### src/rtl/ysyx_23060075_lsu_axil_master_pkg.sv
// ---------------------------------------------------------------------------
// ysyx_23060075_lsu_axil_master_pkg
// Shared definitions for the AXI4-Lite bus bridges of the core: ISA data
// width, AXI response codes and the LSU bridge FSM state encoding. Kept in
// one place so the IFU fetch bridge can reuse the same codes.
// ---------------------------------------------------------------------------
package ysyx_23060075_lsu_axil_master_pkg;

  // ISA register / bus width
  localparam int XLEN = 32;

  // AXI xRESP codes
  localparam logic [1:0] AXI_RESP_OKAY   = 2'b00;
  localparam logic [1:0] AXI_RESP_EXOKAY = 2'b01;
  localparam logic [1:0] AXI_RESP_SLVERR = 2'b10;
  localparam logic [1:0] AXI_RESP_DECERR = 2'b11;

  // Bridge FSM states
  typedef enum logic [2:0] {
    ST_IDLE    = 3'd0,
    ST_RD_ADDR = 3'd1,
    ST_RD_DATA = 3'd2,
    ST_WR_REQ  = 3'd3,
    ST_WR_RESP = 3'd4,
    ST_RESP    = 3'd5
  } lsu_axil_state_e;

  // Anything other than OKAY is reported to the LSU as a bus error.
  function automatic logic axi_resp_is_err(input logic [1:0] resp);
    return resp != AXI_RESP_OKAY;
  endfunction

endpackage

### src/rtl/ysyx_23060075_lsu_axil_master.sv
// ---------------------------------------------------------------------------
// ysyx_23060075_lsu_axil_master
// Converts one LSU data-memory request into one AXI4-Lite transaction and
// returns read data / error status over a valid/ready response handshake.
// A watchdog turns a hung handshake into an error response.
//
// Ports:
//   clk, rst                      clock, synchronous active-high reset
//   req_valid/req_ready           LSU request handshake (ready only in IDLE)
//   req_addr/wdata/mask/r_en/w_en request payload, sampled at acceptance
//   resp_valid/resp_ready         LSU response handshake
//   resp_rdata/resp_err           raw read data (0 for writes) and error flag
//   ar*/r*/aw*/w*/b*              AXI4-Lite master channels
// ---------------------------------------------------------------------------
module ysyx_23060075_lsu_axil_master
  import ysyx_23060075_lsu_axil_master_pkg::*;
#(
  parameter int ADDR_WIDTH = XLEN,
  parameter int DATA_WIDTH = XLEN,
  parameter int TIMEOUT    = 1023
) (
  input  logic                    clk,
  input  logic                    rst,
  // LSU request
  input  logic                    req_valid,
  output logic                    req_ready,
  input  logic [ADDR_WIDTH-1:0]   req_addr,
  input  logic [DATA_WIDTH-1:0]   req_wdata,
  input  logic [DATA_WIDTH/8-1:0] req_mask,
  input  logic                    req_r_en,
  input  logic                    req_w_en,
  // LSU response
  output logic                    resp_valid,
  input  logic                    resp_ready,
  output logic [DATA_WIDTH-1:0]   resp_rdata,
  output logic                    resp_err,
  // AXI-Lite AR
  output logic [ADDR_WIDTH-1:0]   araddr,
  output logic                    arvalid,
  input  logic                    arready,
  // AXI-Lite R
  input  logic [DATA_WIDTH-1:0]   rdata,
  input  logic [1:0]              rresp,
  input  logic                    rvalid,
  output logic                    rready,
  // AXI-Lite AW
  output logic [ADDR_WIDTH-1:0]   awaddr,
  output logic                    awvalid,
  input  logic                    awready,
  // AXI-Lite W
  output logic [DATA_WIDTH-1:0]   wdata,
  output logic [DATA_WIDTH/8-1:0] wstrb,
  output logic                    wvalid,
  input  logic                    wready,
  // AXI-Lite B
  input  logic [1:0]              bresp,
  input  logic                    bvalid,
  output logic                    bready
);

  localparam int STRB_WIDTH = DATA_WIDTH / 8;
  localparam int WD_WIDTH   = $clog2(TIMEOUT + 1);

  lsu_axil_state_e         r_state;
  logic [ADDR_WIDTH-1:0]   r_addr;
  logic [DATA_WIDTH-1:0]   r_wdata;
  logic [STRB_WIDTH-1:0]   r_mask;
  logic [WD_WIDTH-1:0]     r_wd_cnt;
  logic                    r_aw_done;
  logic                    r_w_done;

  logic                    r_req_ready;
  logic                    r_resp_valid;
  logic [DATA_WIDTH-1:0]   r_resp_rdata;
  logic                    r_resp_err;
  logic                    r_arvalid;
  logic                    r_rready;
  logic                    r_awvalid;
  logic                    r_wvalid;
  logic                    r_bready;

  logic                    w_aw_done_next;
  logic                    w_w_done_next;
  logic                    w_busy;
  logic                    w_progress;
  logic                    w_wd_expire;

  // AW and W complete independently; these include a handshake this cycle.
  assign w_aw_done_next = r_aw_done | (r_awvalid & awready);
  assign w_w_done_next  = r_w_done  | (r_wvalid  & wready);

  // The counter holds the number of cycles already spent in the current bus
  // state, so the cycle in which it equals TIMEOUT-1 is the TIMEOUT-th one.
  assign w_wd_expire = (r_wd_cnt == WD_WIDTH'(TIMEOUT - 1));

  always_comb begin
    w_busy     = 1'b0;
    w_progress = 1'b0;
    case (r_state)
      ST_RD_ADDR: begin w_busy = 1'b1; w_progress = r_arvalid & arready; end
      ST_RD_DATA: begin w_busy = 1'b1; w_progress = rvalid; end
      ST_WR_REQ:  begin w_busy = 1'b1; w_progress = w_aw_done_next & w_w_done_next; end
      ST_WR_RESP: begin w_busy = 1'b1; w_progress = bvalid; end
      default:    begin w_busy = 1'b0; w_progress = 1'b0; end
    endcase
  end

  always_ff @(posedge clk) begin
    if (rst) begin
      r_state      <= ST_IDLE;
      r_addr       <= '0;
      r_wdata      <= '0;
      r_mask       <= '0;
      r_wd_cnt     <= '0;
      r_aw_done    <= 1'b0;
      r_w_done     <= 1'b0;
      r_req_ready  <= 1'b1;
      r_resp_valid <= 1'b0;
      r_resp_rdata <= '0;
      r_resp_err   <= 1'b0;
      r_arvalid    <= 1'b0;
      r_rready     <= 1'b0;
      r_awvalid    <= 1'b0;
      r_wvalid     <= 1'b0;
      r_bready     <= 1'b0;
    end else if (w_busy && w_wd_expire && !w_progress) begin
      // Hung handshake: drop every channel and report an error. A slave
      // response arriving afterwards is not observed.
      r_state      <= ST_RESP;
      r_wd_cnt     <= '0;
      r_aw_done    <= 1'b0;
      r_w_done     <= 1'b0;
      r_arvalid    <= 1'b0;
      r_rready     <= 1'b0;
      r_awvalid    <= 1'b0;
      r_wvalid     <= 1'b0;
      r_bready     <= 1'b0;
      r_resp_valid <= 1'b1;
      r_resp_rdata <= '0;
      r_resp_err   <= 1'b1;
    end else begin
      case (r_state)
        ST_IDLE: begin
          if (req_valid) begin
            r_addr      <= req_addr;
            r_wdata     <= req_wdata;
            r_mask      <= req_mask;
            r_wd_cnt    <= '0;
            r_req_ready <= 1'b0;
            if (req_w_en) begin
              // Write takes priority when both enables are set.
              r_state   <= ST_WR_REQ;
              r_awvalid <= 1'b1;
              r_wvalid  <= 1'b1;
              r_aw_done <= 1'b0;
              r_w_done  <= 1'b0;
            end else if (req_r_en) begin
              r_state   <= ST_RD_ADDR;
              r_arvalid <= 1'b1;
            end else begin
              // No-op request: answer immediately without bus traffic.
              r_state      <= ST_RESP;
              r_resp_valid <= 1'b1;
              r_resp_rdata <= '0;
              r_resp_err   <= 1'b0;
            end
          end
        end

        ST_RD_ADDR: begin
          if (w_progress) begin
            r_state   <= ST_RD_DATA;
            r_arvalid <= 1'b0;
            r_rready  <= 1'b1;
            r_wd_cnt  <= '0;
          end else begin
            r_wd_cnt <= r_wd_cnt + WD_WIDTH'(1);
          end
        end

        ST_RD_DATA: begin
          if (w_progress) begin
            r_state      <= ST_RESP;
            r_rready     <= 1'b0;
            r_wd_cnt     <= '0;
            r_resp_valid <= 1'b1;
            r_resp_rdata <= rdata;
            r_resp_err   <= axi_resp_is_err(rresp);
          end else begin
            r_wd_cnt <= r_wd_cnt + WD_WIDTH'(1);
          end
        end

        ST_WR_REQ: begin
          if (w_progress) begin
            r_state   <= ST_WR_RESP;
            r_awvalid <= 1'b0;
            r_wvalid  <= 1'b0;
            r_aw_done <= 1'b0;
            r_w_done  <= 1'b0;
            r_bready  <= 1'b1;
            r_wd_cnt  <= '0;
          end else begin
            // Each valid drops on its own handshake, never before it.
            r_aw_done <= w_aw_done_next;
            r_w_done  <= w_w_done_next;
            r_awvalid <= ~w_aw_done_next;
            r_wvalid  <= ~w_w_done_next;
            r_wd_cnt  <= r_wd_cnt + WD_WIDTH'(1);
          end
        end

        ST_WR_RESP: begin
          if (w_progress) begin
            r_state      <= ST_RESP;
            r_bready     <= 1'b0;
            r_wd_cnt     <= '0;
            r_resp_valid <= 1'b1;
            r_resp_rdata <= '0;
            r_resp_err   <= axi_resp_is_err(bresp);
          end else begin
            r_wd_cnt <= r_wd_cnt + WD_WIDTH'(1);
          end
        end

        ST_RESP: begin
          // Response data is held untouched until the LSU takes it.
          if (resp_ready) begin
            r_state      <= ST_IDLE;
            r_resp_valid <= 1'b0;
            r_req_ready  <= 1'b1;
          end
        end

        default: begin
          r_state     <= ST_IDLE;
          r_req_ready <= 1'b1;
        end
      endcase
    end
  end

  assign req_ready  = r_req_ready;
  assign resp_valid = r_resp_valid;
  assign resp_rdata = r_resp_rdata;
  assign resp_err   = r_resp_err;
  assign araddr     = r_addr;
  assign arvalid    = r_arvalid;
  assign rready     = r_rready;
  assign awaddr     = r_addr;
  assign awvalid    = r_awvalid;
  assign wdata      = r_wdata;
  assign wstrb      = r_mask;
  assign wvalid     = r_wvalid;
  assign bready     = r_bready;

endmodule

### config.mk
export PLATFORM = sky130hd
export DESIGN_NAME = ysyx_23060075_lsu_axil_master
export DESIGN_NICKNAME = d
export VERILOG_FILES = /design/src/rtl/ysyx_23060075_lsu_axil_master_pkg.sv /design/src/rtl/ysyx_23060075_lsu_axil_master.sv
export SDC_FILE = /design/constraint.sdc
export NUM_CORES = 1
export LEC_CHECK = 0
export BUFFER_PORTS_ARGS = -buffer_cell sky130_fd_sc_hd__buf_2
export CORE_ASPECT_RATIO = 0.7
export CORE_MARGIN = 2
export CORE_UTILIZATION = 41
export CTS_CLUSTER_SIZE = 24
export DETAILED_ROUTE_END_ITERATION = 10
export GPL_ROUTABILITY_DRIVEN = 0
export PLACE_DENSITY = 0.76
export SLEW_MARGIN = 20
export SYNTH_ARGS = -nofsm -noshare
export SYNTH_HDL_FRONTEND = slang
export SYNTH_SLANG_ARGS = --single-unit
### constraint.sdc
create_clock -name clk -period 1.9 [get_ports clk]
set_clock_uncertainty 0.05 [all_clocks]
set_input_delay 0.19 -clock clk [delete_from_list [all_inputs] [get_ports clk]]
set_output_delay 0.19 -clock clk [all_outputs]
set_load 0.01 [all_outputs]
Word level (Yosys, flattened, before mapping)
Index checks and enable logic that the tools add are counted.
{"block": "classes", "n_addsub": 1, "n_eq_ne": 26, "muxes": 56, "bitwise": 10, "reduce_logical": 29}
{"op": "32-bit 2-to-1 mux", "n": 5}
{"op": "32-bit one-hot mux with 3 select lines", "n": 1}
{"op": "1-bit 2-to-1 mux", "n": 27}
{"op": "3-bit 2-to-1 mux", "n": 8}
{"op": "3-bit inequality test, second input constant", "n": 8}
{"op": "10-bit 2-to-1 mux", "n": 2}
{"op": "2-bit inequality test, second input constant", "n": 10}
{"op": "10-bit one-hot mux with 2 select lines", "n": 1}
{"op": "6-bit AND reduction", "n": 3}
{"op": "3-bit one-hot mux with 5 select lines", "n": 1}
{"op": "5-bit AND reduction", "n": 3}
{"op": "1-bit one-hot mux with 2 select lines", "n": 7}
{"op": "2-bit nonzero test", "n": 7}
{"op": "3-bit AND reduction", "n": 4}
{"op": "10-bit by 1-bit adder with 10-bit output, second input constant", "n": 1}
{"op": "10-bit == test, second input constant", "n": 1}
{"op": "1-bit one-hot mux with 3 select lines", "n": 3}
{"op": "4-bit nonzero test", "n": 2}
{"op": "3-bit by 2-bit == test with 1-bit output, second input constant", "n": 2}
{"op": "3-bit == test, second input constant", "n": 2}
{"op": "1-bit bitwise AND", "n": 4}
{"op": "1-bit inverter", "n": 4}
{"op": "1-bit one-hot mux with 4 select lines", "n": 1}
{"op": "4-bit AND reduction", "n": 1}
{"op": "11 further kinds", "n": 14}
{"block": "totals", "ff_bits": 123, "in_bits": 115, "out_inout_bits": 140, "word_cells": 139}

Depth between registers and ports, before layout
Gate-level depths: netlist (run 1).
{"block": "logic_depth", "word_depth": 8, "mapped_depth": 8, "depth_no_buf": 7}

Worst setup path before layout (run 1)
OpenSTA, ideal clock, no wires.
{"block": "synth_path", "path_type": "register to register", "startpoint": "reg r_wd_cnt[0]", "endpoint": "reg r_resp_rdata[1] (netlist: resp_rdata[1])", "setup_time_ns": 0.130, "arrival_time_ns": 1.631, "required_time_ns": 1.720, "slack_ns": 0.089, "stages_incl_launch_ff": 8, "synth_period_minus_slack_ns": 1.811, "cell_sequence": "dfxtp_1 inv_1 ha_1 and4_1 nand4_1 o41ai_4 buf_2 o22ai_1"}
{"block": "synth_between", "elab_chain_cells": 4}
{"element": "start, declared", "line": "ysyx_23060075_lsu_axil_master.sv:68", "text": "logic [WD_WIDTH-1:0] r_wd_cnt;"}
{"element": "start signal, assigned", "line": "ysyx_23060075_lsu_axil_master.sv:177", "text": "r_wd_cnt <= r_wd_cnt + WD_WIDTH'(1);"}
{"element": "start signal, assigned", "line": "ysyx_23060075_lsu_axil_master.sv:190", "text": "r_wd_cnt <= r_wd_cnt + WD_WIDTH'(1);"}
{"element": "start signal, assigned", "line": "ysyx_23060075_lsu_axil_master.sv:209", "text": "r_wd_cnt <= r_wd_cnt + WD_WIDTH'(1);"}
{"element": "10-bit == test", "line": "ysyx_23060075_lsu_axil_master.sv:94", "text": "assign w_wd_expire = (r_wd_cnt == WD_WIDTH'(TIMEOUT - 1));"}
{"element": "1-bit logical AND (2 in a row)", "line": "ysyx_23060075_lsu_axil_master.sv:126", "text": "end else if (w_busy && w_wd_expire && !w_progress) begin"}
{"element": "2-bit OR reduction (no source line)"}
{"element": "end signal, assigned", "line": "ysyx_23060075_lsu_axil_master.sv:187", "text": "r_resp_rdata <= rdata;"}
{"element": "end, declared", "line": "ysyx_23060075_lsu_axil_master.sv:74", "text": "logic [DATA_WIDTH-1:0] r_resp_rdata;"}
Every way passes these cells.
A chain may end at the register's enable or synchronous reset.

Worst setup path in the final report (run 1)
{"block": "layout_path", "startpoint": "reg r_state[1]", "endpoint": "reg r_resp_err (netlist: resp_err)"}
{"block": "layout_between", "elab_chain_cells": 7, "word_cells_on_any_way": 20}
{"element": "start, declared", "line": "ysyx_23060075_lsu_axil_master.sv:64", "text": "lsu_axil_state_e r_state;"}
{"element": "start signal, assigned", "line": "ysyx_23060075_lsu_axil_master.sv:110", "text": "r_state <= ST_IDLE;"}
{"element": "start signal, assigned", "line": "ysyx_23060075_lsu_axil_master.sv:129", "text": "r_state <= ST_RESP;"}
{"element": "start signal, assigned", "line": "ysyx_23060075_lsu_axil_master.sv:152", "text": "r_state <= ST_WR_REQ;"}
{"element": "3-bit == test, or another cell as far along", "line": "ysyx_23060075_lsu_axil_master.sv:99, ysyx_23060075_lsu_axil_master.sv:142"}
{"element": "4-bit OR reduction (no source line)"}
{"element": "1-bit 2-to-1 mux", "line": "ysyx_23060075_lsu_axil_master.sv:99", "text": "case (r_state)"}
{"element": "1-bit logical AND (2 in a row)", "line": "ysyx_23060075_lsu_axil_master.sv:126"}
{"element": "3-bit inequality test (no source line) / 4-bit nonzero test (equally long branches)"}
{"element": "6-bit AND reduction (no source line)"}
{"element": "end signal, assigned", "line": "ysyx_23060075_lsu_axil_master.sv:188", "text": "r_resp_err <= axi_resp_is_err(rresp);"}
{"element": "end signal, assigned", "line": "ysyx_23060075_lsu_axil_master.sv:220", "text": "r_resp_err <= axi_resp_is_err(bresp);"}
{"element": "end, declared", "line": "ysyx_23060075_lsu_axil_master.sv:75", "text": "logic r_resp_err;"}
Parallel ways exist; a longest one is shown, timed or not.

==> impl_metrics.json, run 1 <==
{
  "status": "complete, but fails checks",
  "violated_checks": "negative setup slack",
  "first_global_vias": 5391,
  "layout-drive-gt1-share_pct": 36.2,
  "leakage_uw": 0.00381,
  "worst_slew_margin_rel_pct": 53.3,
  "port-buffer-count": 254,
  "post_layout_nonfiller_instances": 1158,
  "finalWorstPathRequiredPeriod_ns": 1.91,
  "cts-buffers-inserted": 17,
  "htree_num_levels": 4,
  "power.share.combinational_pct": 38.2,
  "place_inst": 1016,
  "via_per_inst": 5.03,
  "clock_latency_ns": 0.41,
  "maxCapViolations": 0,
  "std_cell_rows": 33,
  "finalHoldViolCount": 0,
  "gr-usage-all-layers_pct": 25.0,
  "initial_core_util_pct": 42.7,
  "die_h_um": 96.9,
  "totalPowerFinal_uw": 10500,
  "fmax_mhz": 524,
  "grt_setup_unrepaired": "yes",
  "antenna_left": 0,
  "n_fill_cell": 866,
  "grt_start_max_net_pins": 69,
  "die_width_um": 137,
  "netlist_area_sq_um": 5060,
  "cts_buffer_depth": 2,
  "timing_worst_slew_pin_value_ns": 0.701,
  "worst_setup_hold_path_clk_slew_ns": 0.06,
  "min-delay-path-class": "in -> reg",
  "internal_power_uw": 6640,
  "area_growth_syn_to_layout_pct": 63.9,
  "postSynth.topFlopCell": "sky130_fd_sc_hd__dfxtp_1",
  "setup_slack_after_layout_ns": -0.00919,
  "p_sw_uw": 3820,
  "synth_seq_cells": 123,
  "synth-seq-area-share_pct": 48.7,
  "p_per_area_nw_per_um2": 1260,
  "dpl.hpwl_mm": 10.1,
  "first_pass_grt_wire_length_mm": 26.3,
  "drcViolationCount": 0,
  "cp-end-kind": "register",
  "worstPathMaxFanout": 8,
  "pwr-share-seq_pct": 31.5,
  "synth_cells": 639,
  "postSynthNetCount": 756,
  "detailedRoute.firstPassIterationCount": 5,
  "wl_mm": 17.6,
  "share_clk_of_total_power_pct": 30.3,
  "timing.critical_path.required_ns": 2.17,
  "final_cycle_share_pct": 100,
  "cts_tree": "done",
  "drt_first_iter_violations": 347,
  "antenna-diode-count": 0,
  "worst_ir_drop_vdd_mv": 0.918,
  "final_net_count": 1105,
  "routedWlPerCell_um": 15.2,
  "finalSetupViolations": 1,
  "clock_tree.root_cell": "sky130_fd_sc_hd__clkbuf_16",
  "core_area_sq_um": 11900,
  "share_of_flip_flops_with_an_asynchronous_set_or_reset_after_synthesis_pct": 0,
  "timing_worst_setup_path_type": "reg -> reg",
  "final_core_util_pct": 70.0,
  "postSynthAreaPerCell_sq_um": 7.91,
  "floorplan.die_area_sq_um": 13300,
  "startpoint_type": "register",
  "number_of_enable_type_register_cells_in_the_synthesized_netlist": 0,
  "cts.sinks": 123,
  "grt.overflow.total": 0,
  "power.switching_fraction_pct": 36.5,
  "report.final.slew_viol_count": 0,
  "synth-warning-count": 0,
  "top_level_ports": 255,
  "critPathArrivalTime_ns": 2.18,
  "yosysUniqueCellTypes": 47,
  "vias": 5828,
  "antenna_found_initial": 0
}
-- logic make-up (layout without fill, tap and decap cells) --
logic type                 Yosys count  count (layout)  synth area share (%)
AOI/OAI and AO/OA                  146             146                  17.4
buffers and inverters               84             446                  9.13
DFF                                123             123                  48.7
adders and majority gates            2               2                 0.495
xor gates and xnor gates             6               6                  1.04
and+or+nand+nor                    278             278                  23.3
-- worst paths after layout --
| check | cells past startpoint | to | slack, ns | from |
|---|---|---|---|---|
| max reg2reg | 6 | resp_err | -0.009 | r_state[1] |
| min reg2reg | 2 | wdata[16] | 0.40 | wdata[16] |
| max | 6 | resp_err | -0.009 | r_state[1] |
| min | 3 | resp_rdata[14] | 0.02 | rdata[14] |
-- Yosys cell counts (2+ instances only) --
cell,number,area (sq um)
sky130_fd_sc_hd__nand2_1,213,800
sky130_fd_sc_hd__dfxtp_1,123,2460
sky130_fd_sc_hd__a21oi_1,84,420
sky130_fd_sc_hd__buf_4,35,263
sky130_fd_sc_hd__o22ai_1,34,213
sky130_fd_sc_hd__clkbuf_1,26,97.6
sky130_fd_sc_hd__nor2_1,21,78.8
sky130_fd_sc_hd__buf_2,12,60.1
sky130_fd_sc_hd__nor3_1,10,50.1
sky130_fd_sc_hd__inv_1,8,30.0
sky130_fd_sc_hd__nand3_1,6,30.0
sky130_fd_sc_hd__o21ai_0,6,30.0
sky130_fd_sc_hd__nand2b_1,5,31.3
sky130_fd_sc_hd__a211oi_1,4,30.0
sky130_fd_sc_hd__nor4_1,4,25.0
sky130_fd_sc_hd__xor2_1,4,35.0
sky130_fd_sc_hd__and3_1,3,18.8
sky130_fd_sc_hd__or3_1,3,18.8
sky130_fd_sc_hd__a31oi_1,2,12.5
sky130_fd_sc_hd__and4_1,2,17.5
sky130_fd_sc_hd__buf_1,2,7.51
sky130_fd_sc_hd__ha_1,2,25.0
sky130_fd_sc_hd__nand4_1,2,12.5
sky130_fd_sc_hd__nor4b_1,2,17.5
sky130_fd_sc_hd__o31ai_1,2,15.0
sky130_fd_sc_hd__or3b_2,2,17.5
sky130_fd_sc_hd__xnor2_1,2,17.5
-- area by class of cell --
| cell class | count | area, sq um | share of cell area [%] |
|---|---|---|---|
| clock buffers | 19 | 453 | 5.46 |
| flip-flops and latches | 123 | 2470 | 29.8 |
| multi-input cells | 432 | 2220 | 26.8 |
| well taps | 157 | 196 | 2.37 |
| inverters | 9 | 33.8 | 0.408 |
| repair buffers | 405 | 2790 | 33.6 |
| clock inverters | 13 | 130 | 1.57 |
-- layer usage --
| metal | GRT usage (%) | share of wire, % | vias to the layer above |
|---|---|---|---|
| met2 | 41.0 | 49 | 268 |
| li1 | - | - | 2818 |
| met1 | 30.1 | 41 | 2684 |
| met5 | 0 | 0 | - |
| met3 | 5.97 | 6.4 | 58 |
| met4 | 13.1 | 3.9 | 0 |
-- registers in the layout, indices dropped and copies added (netlist names) --
name	count
r_wd_cnt	10
wdata	32
resp_valid	1
wvalid	1
r_aw_done	1
awvalid	1
resp_rdata	32
rready	1
arvalid	1
r_state	3
r_w_done	1
wstrb	4
araddr	32
resp_err	1
bready	1
req_ready	1
-- layout by cell type, fill, tap and decap left out, types with 2 or more instances in the layout --
cell                            synthesis  layout
sky130_fd_sc_hd__buf_2                 12     254
sky130_fd_sc_hd__nand2_1              213     213
sky130_fd_sc_hd__dfxtp_1              123     120
sky130_fd_sc_hd__dlygate4sd3_1          0     100
sky130_fd_sc_hd__a21oi_1               84      83
sky130_fd_sc_hd__buf_4                 35      38
sky130_fd_sc_hd__o22ai_1               34      34
sky130_fd_sc_hd__nor2_1                21      21
sky130_fd_sc_hd__clkbuf_16              0      19
sky130_fd_sc_hd__nor3_1                10       9
sky130_fd_sc_hd__inv_1                  8       7
sky130_fd_sc_hd__inv_6                  0       6
sky130_fd_sc_hd__buf_12                 0       6
sky130_fd_sc_hd__o21ai_0                6       5
sky130_fd_sc_hd__nand3_1                6       5
sky130_fd_sc_hd__nand2b_1               5       5
sky130_fd_sc_hd__xor2_1                 4       4
sky130_fd_sc_hd__clkinv_4               0       4
sky130_fd_sc_hd__buf_6                  0       4
sky130_fd_sc_hd__a211oi_1               4       3
sky130_fd_sc_hd__or3_1                  3       3
sky130_fd_sc_hd__dfxtp_2                0       3
sky130_fd_sc_hd__and3_1                 3       2
sky130_fd_sc_hd__and4_1                 2       2
sky130_fd_sc_hd__nand4_1                2       2
sky130_fd_sc_hd__or3b_2                 2       2
sky130_fd_sc_hd__a31oi_1                2       2
sky130_fd_sc_hd__nor4b_2                0       2
sky130_fd_sc_hd__xnor2_1                2       2
sky130_fd_sc_hd__nor4_1                 4       2
sky130_fd_sc_hd__ha_1                   2       2
sky130_fd_sc_hd__clkbuf_8               0       2
-- repair_timing --
| action | 4_1_cts | 5_1_grt |
|---|---|---|
| gates cloned | 1 | 2 |
| setup buffers | 1 | 6 |
| pin swaps | 2 | 12 |
| setup endpoints to repair | 28 | 54 |
| gates resized for setup | 8 | 20 |
| hold buffers | 100 | 0 |
| hold endpoints to repair | 101 | 0 |
-- per-stage QoR --
step / setup TNS, ns / hold WS [ns] / setup WS (ns) / instance area, sq um
2_1_floorplan: 0 / 0.276 / 0.0891 / 5060
3_3_place_gp: 0 / 0.381 / 0.000755 / 6480
3_5_place_dp: -0.380 / 0.385 / -0.0688 / 6480
4_1_cts: 0 / 0.00482 / 0.000688 / 8110
5_1_grt: -2.65 / 0.0197 / -0.0792 / 8290
6_report: -0.00919 / 0.0236 / -0.00919 / 8290
-- critical path: stages (launching register included) --
cell,delay (ns)
sky130_fd_sc_hd__dfxtp_2,0.44
sky130_fd_sc_hd__buf_4,0.15
sky130_fd_sc_hd__or3b_2,0.46
sky130_fd_sc_hd__a21oi_1,0.22
sky130_fd_sc_hd__a21boi_2,0.13
sky130_fd_sc_hd__nor4b_2,0.18
sky130_fd_sc_hd__a211oi_2,0.19
-- power groups by stage --
stage,Combinational [uW],Sequential [uW],Clock [uW]
6_report,3990,3300,3170
5_1_grt,4340,3350,3340
4_1_cts,3610,3270,3200
3_5_place_dp,3410,3320,0
3_3_place_gp,3390,3310,0
2_1_floorplan,2000,3470,0
No activity file was read; power rests on OpenSTA's default activity.
==> run 2: changes to the inputs <==
--- a/config.mk
+++ b/config.mk
@@ -9,6 +9,7 @@
 export CORE_ASPECT_RATIO = 0.7
 export CORE_MARGIN = 2
 export CORE_UTILIZATION = 41
+export CTS_BUF_LIST = sky130_fd_sc_hd__clkbuf_16
 export CTS_CLUSTER_SIZE = 24
 export DETAILED_ROUTE_END_ITERATION = 10
 export GPL_ROUTABILITY_DRIVEN = 0
==> run 2 against run 1 <==
Against the previous run:
- worst hold slack worse by 0.0050 ns
- largest cell class unchanged
- power is 0.22% lower
- design area up 0.33%
- core utilization rose by 0.23 points
- sequential share of layout area decreased by 0.098 points
- combinational power increased by 1%
- sequential power about the same
- register-to-register slack barely moved
- count of clock-buffer cells in the layout shrank 2
- clock power shrank 3%
- fmax grew 0.55%
- final cell count up 0.17%
- the run now ends clean
==> impl_metrics.json, run 2 (synthesized netlist as in run 1, its figures left out) <==
{
  "layout-drive-gt1-share_pct": 36.4,
  "grt_start_max_net_pins": 69,
  "report.final.slew_viol_count": 0,
  "p_per_area_nw_per_um2": 1250,
  "first_global_vias": 5358,
  "via_per_inst": 4.97,
  "totalPowerFinal_uw": 10400,
  "detailedRoute.firstPassIterationCount": 5,
  "clock_tree.root_cell": "sky130_fd_sc_hd__clkbuf_16",
  "dpl.hpwl_mm": 10.1,
  "antenna_found_initial": 0,
  "place_inst": 1016,
  "top_level_ports": 255,
  "power.share.combinational_pct": 38.8,
  "antenna_left": 0,
  "port-buffer-count": 254,
  "fmax_mhz": 527,
  "post_layout_nonfiller_instances": 1160,
  "power.switching_fraction_pct": 36.9,
  "drt_first_iter_violations": 333,
  "vias": 5770,
  "final_cell_mix": "sky130_fd_sc_hd__buf_2, sky130_fd_sc_hd__nand2_1, sky130_fd_sc_hd__dfxtp_1, sky130_fd_sc_hd__dlygate4sd3_1, sky130_fd_sc_hd__a21oi_1",
  "critPathArrivalTime_ns": 2.14,
  "fin_hold_ws_ns": 0.0185,
  "grt_setup_unrepaired": "yes",
  "whs_path_depth": 3,
  "cts.sinks": 123,
  "core_area_sq_um": 11900,
  "grt.overflow.total": 0,
  "routedWlPerCell_um": 15.2,
  "share_clk_of_total_power_pct": 29.5,
  "worst_setup_hold_path_clk_slew_ns": 0.06,
  "worst_flop_to_flop_path_endpoint": "r_wd_cnt[5]",
  "htree_num_levels": 4,
  "finalHoldViolCount": 0,
  "die_width_um": 137,
  "startpoint_type": "register",
  "hold_path_startpoint": "rdata[14]",
  "leakage_uw": 0.00381,
  "layout.cells.most_common": "sky130_fd_sc_hd__buf_2",
  "wl_mm": 17.6,
  "finalSetupViolations": 0,
  "min-delay-path-class": "in -> reg",
  "die_h_um": 96.9,
  "worstPathMaxFanout": 8,
  "regToRegSetupSlack_ns": 0.001,
  "worst_ir_drop_vdd_mv": 0.917,
  "area_growth_syn_to_layout_pct": 64.4,
  "cts_buffer_depth": 2,
  "maxCapViolations": 0,
  "cp-end-kind": "register",
  "timing.critical_path.required_ns": 2.14,
  "worst_slew_margin_rel_pct": 52.9,
  "timing_worst_setup_path_type": "reg -> reg",
  "drcViolationCount": 0,
  "r2r-start": "r_state[1]",
  "antenna-diode-count": 0,
  "final_net_count": 1107,
  "worst_reg_to_reg_cells": 7,
  "internal_power_uw": 6580,
  "p_sw_uw": 3850,
  "cts-buffers-inserted": 17,
  "gr-usage-all-layers_pct": 24.8,
  "pwr-share-seq_pct": 31.7,
  "cts_tree": "done",
  "status": "complete, no violations",
  "timing_worst_slew_pin_value_ns": 0.707,
  "initial_core_util_pct": 42.7,
  "clock_latency_ns": 0.41,
  "final_cycle_share_pct": 99.9,
  "tns_ns": 0,
  "std_cell_rows": 33,
  "floorplan.die_area_sq_um": 13300,
  "whs_endpoint": "resp_rdata[14]",
  "finalWorstPathRequiredPeriod_ns": 1.90,
  "first_pass_grt_wire_length_mm": 26.2
}
==> run 2: layout make-up <==
type | instances | area [sq um]
fill | 861 | 3530
tap | 157 | 196
clock inverter | 15 | 138
multi-input combinational | 432 | 2250
inverter | 9 | 33.8
timing repair buffer | 407 | 2810
clock buffer | 17 | 425
sequential | 123 | 2470
==> run 2: through the flow <==
step | worst slack [ns] | util, % | instance area, sq um
after floorplan | 0.0891 | - | 5060
after global placement | 0.000755 | 54.7 | 6480
after detailed placement | -0.0688 | 54.7 | 6480
after CTS | 0.00326 | 68.4 | 8110
after global routing | -0.0944 | 70.2 | 8320
final | 0.00131 | 70.2 | 8320
==> run 2: worst max-delay path by stage <==
stage                     slack, ns   startpoint        endpoint  cells after the start
after detailed placement      -0.07  r_wd_cnt[0]        resp_err                      7
after global placement       0.0008  r_wd_cnt[0]        resp_err                      7
after CTS                     0.003   r_state[0]     r_wd_cnt[5]                      8
final                         0.001   r_state[1]     r_wd_cnt[5]                      7
after global routing          -0.09   r_state[1]  resp_rdata[14]                      7
after floorplan                0.09  r_wd_cnt[0]   resp_rdata[1]                      7
==> run 2: power groups by stage <==
stage	clock network, uW	registers (uW)	logic (uW)
final	3080	3310	4040
after global routing	3260	3360	4380
after CTS	3120	3270	3610
after detailed placement	0	3320	3410
after global placement	0	3310	3390
after floorplan	0	3470	2000
==> run 2: what timing repair did <==
item,4_1_cts,5_1_grt
setup endpoints to repair,41,54
pin swaps,2,11
gates resized for setup,9,25
endpoints found under the hold margin,101,0
cloned,1,2
hold buffers,100,0
buffers inserted,3,6
==> run 2: critical path, stage by stage (launching register included) <==
cell and delay [ns]:
sky130_fd_sc_hd__dfxtp_2 0.45, sky130_fd_sc_hd__nor2b_1 0.28, sky130_fd_sc_hd__o31ai_4 0.10, sky130_fd_sc_hd__buf_4 0.17, sky130_fd_sc_hd__o41ai_4 0.30, sky130_fd_sc_hd__buf_6 0.19
sky130_fd_sc_hd__o21bai_4 0.17, sky130_fd_sc_hd__nor2_1 0.08
==> run 2: metal layers <==
layer,part of all wire [%],GRT usage [%],vias up
met2,49,40.5,255
met1,41,29.9,2631
met5,0,0,-
met3,6.4,5.92,60
li1,-,-,2824
met4,3.9,13.4,0
==> run 3: changes to the inputs <==
--- a/config.mk
+++ b/config.mk
@@ -13,7 +13,7 @@
 export CTS_CLUSTER_SIZE = 24
 export DETAILED_ROUTE_END_ITERATION = 10
 export GPL_ROUTABILITY_DRIVEN = 0
-export PLACE_DENSITY = 0.76
+export PLACE_DENSITY_LB_ADDON = 0.15
 export SLEW_MARGIN = 20
 export SYNTH_ARGS = -nofsm -noshare
 export SYNTH_HDL_FRONTEND = slang
==> run 3 against run 2 <==
Against the previous run:
- the flow now finishes with violations (negative setup slack)
- count of clock-buffer cells in the layout did not move
- worst hold slack improved by 0.0049 ns
- register-to-register slack got worse by 0.05 ns
- routed wire length rose by 4.2%
- design area rose by 3.4%
- die area did not move
- largest power group unchanged
- power rose by 3.1%
- sequential power barely moved
- fmax fell by 2.5%
- combinational power rose by 4%
- setup slack got worse by 0.049 ns
- critical endpoint is now r_state[2]
- highest routed layer unchanged
- via count rose by 2.8%
==> impl_metrics.json, run 3 (synthesized netlist as in run 1, its figures left out) <==
{
  "status": "complete, but fails checks",
  "violated_checks": "negative setup slack",
  "groute.layer.met3.usage_pct": 7.29,
  "antenna_left": 0,
  "htree_num_levels": 4,
  "final_cycle_share_pct": 103,
  "core_area_sq_um": 11900,
  "fmax_mhz": 513,
  "top_level_ports": 255,
  "first_pass_grt_wire_length_mm": 27.8,
  "share_clk_of_total_power_pct": 29.7,
  "n_fill_cell": 853,
  "first_global_vias": 5779,
  "grtUsageMet2_pct": 46.3,
  "setup_slack_after_layout_ns": -0.0476,
  "p_sw_uw": 3880,
  "grt.overflow.total": 0,
  "grt_setup_unrepaired": "yes",
  "drcViolationCount": 0,
  "leakage_uw": 0.00389,
  "critPathArrivalTime_ns": 2.23,
  "die_width_um": 137,
  "finalSetupViolations": 22,
  "p_per_area_nw_per_um2": 1250,
  "clock_latency_ns": 0.42,
  "final_core_util_pct": 72.5,
  "cp-end-kind": "register",
  "die_h_um": 96.9,
  "startpoint_type": "register",
  "placement.cell_area_sq_um": 6490,
  "antenna_found_initial": 0,
  "floorplan.die_area_sq_um": 13300,
  "use_met1_pct": 29.6,
  "cts.sinks": 123,
  "vias": 5931,
  "pre_cts_slack_ns": -0.130,
  "routedWlPerCell_um": 15.8,
  "finalHoldViolCount": 0,
  "worst_slew_margin_rel_pct": 66.7,
  "worst_ir_drop_vdd_mv": 0.833,
  "via_per_inst": 5.09,
  "worst_setup_hold_path_clk_slew_ns": 0.05,
  "std_cell_rows": 33,
  "area_growth_syn_to_layout_pct": 70.0,
  "maxCapViolations": 0,
  "worstPathMaxFanout": 18,
  "internal_power_uw": 6870,
  "report.final.slew_viol_count": 0,
  "pwr-share-seq_pct": 31.0,
  "fin_hold_ws_ns": 0.0234,
  "stdcell_area_sq_um": 8600,
  "power.switching_fraction_pct": 36.1,
  "cts_buffer_depth": 2,
  "timing_worst_setup_path_type": "reg -> reg",
  "detailedRoute.firstPassIterationCount": 5,
  "cts-buffers-inserted": 17,
  "clock_tree.root_cell": "sky130_fd_sc_hd__clkbuf_16",
  "wl_mm": 18.4,
  "gr-usage-all-layers_pct": 26.2,
  "final_net_count": 1114,
  "port-buffer-count": 254,
  "gr-max-usage-layer": "met2",
  "timing_worst_slew_pin_value_ns": 0.496,
  "finalWorstPathRequiredPeriod_ns": 1.95,
  "final_cell_mix": "sky130_fd_sc_hd__buf_2, sky130_fd_sc_hd__nand2_1, sky130_fd_sc_hd__dfxtp_1, sky130_fd_sc_hd__dlygate4sd3_1, sky130_fd_sc_hd__a21oi_1",
  "power.share.combinational_pct": 39.2,
  "drt_first_iter_violations": 328,
  "grt_start_max_net_pins": 65,
  "timing.critical_path.required_ns": 2.19,
  "antenna-diode-count": 0,
  "totalPowerFinal_uw": 10800,
  "initial_core_util_pct": 42.7,
  "min-delay-path-class": "in -> reg",
  "layout-drive-gt1-share_pct": 39.1,
  "layout.cells.most_common": "sky130_fd_sc_hd__buf_2",
  "cts_tree": "done",
  "dpl.hpwl_mm": 10.7
}
run 3: cell count changes in the layout (fill, tap and decap cells not counted), sizes merged:
cell,delta
buf,+6
bufinv,+2
clkbuf,+1
clkinv,-2
clkinvlp,+2
inv,-4
run 3: final timing paths:
kind	depth (start not counted)	slack, ns	start	end
worst max register to register	6	-0.05	r_state[2]	r_state[2]
worst min register to register	2	0.40	wdata[22]	wdata[22]
worst min-delay path	3	0.02	rdata[30]	resp_rdata[30]
worst max-delay path	6	-0.05	r_state[2]	r_state[2]
run 3: per-layer routing:
layer | wire, um | vias up
li1 | - | 2830
met3 | 1240 | 47
met1 | 7310 | 2805
met4 | 477 | 0
met5 | 0 | -
met2 | 9360 | 249
run 3: repair_timing:
item,in CTS,in global routing
pin swaps,2,14
hold endpoints to repair,100,0
setup buffers,12,3
hold buffers,100,0
setup endpoints to repair,119,49
gates resized for setup,12,46
cloned,2,4
run 3: stage by stage:
stage / instances / setup TNS, ns
floorplan: 639 / 0
global placement: 1014 / -0.482
detailed placement: 1014 / -3.40
CTS: 1158 / 0
global route: 1165 / -2.82
finish: 1165 / -0.359
run 3: final cells by class:
type	instances	area, sq um	area share, %
tap	157	196	2.28
multi-input combinational	432	2390	27.8
clock inverter	13	154	1.79
inverter	9	33.8	0.393
clock buffer	17	425	4.95
sequential	123	2480	28.8
timing repair buffer	414	2920	34.0
run 3: power by group through the flow:
stage	Combinational [uW]	Clock (uW)	Sequential [uW]
after floorplan	2000	0	3470
after global placement	3390	0	3340
after detailed placement	3440	0	3370
after CTS	3880	3240	3310
after global routing	4560	3360	3390
final	4220	3200	3340
run 3: critical path, stage by stage (launching register included):
cell	delay, ns
sky130_fd_sc_hd__dfxtp_4	0.41
sky130_fd_sc_hd__nand3b_4	0.19
sky130_fd_sc_hd__buf_4	0.15
sky130_fd_sc_hd__or3_1	0.38
sky130_fd_sc_hd__a221oi_1	0.46
sky130_fd_sc_hd__nor2_1	0.08
sky130_fd_sc_hd__a21oi_1	0.16
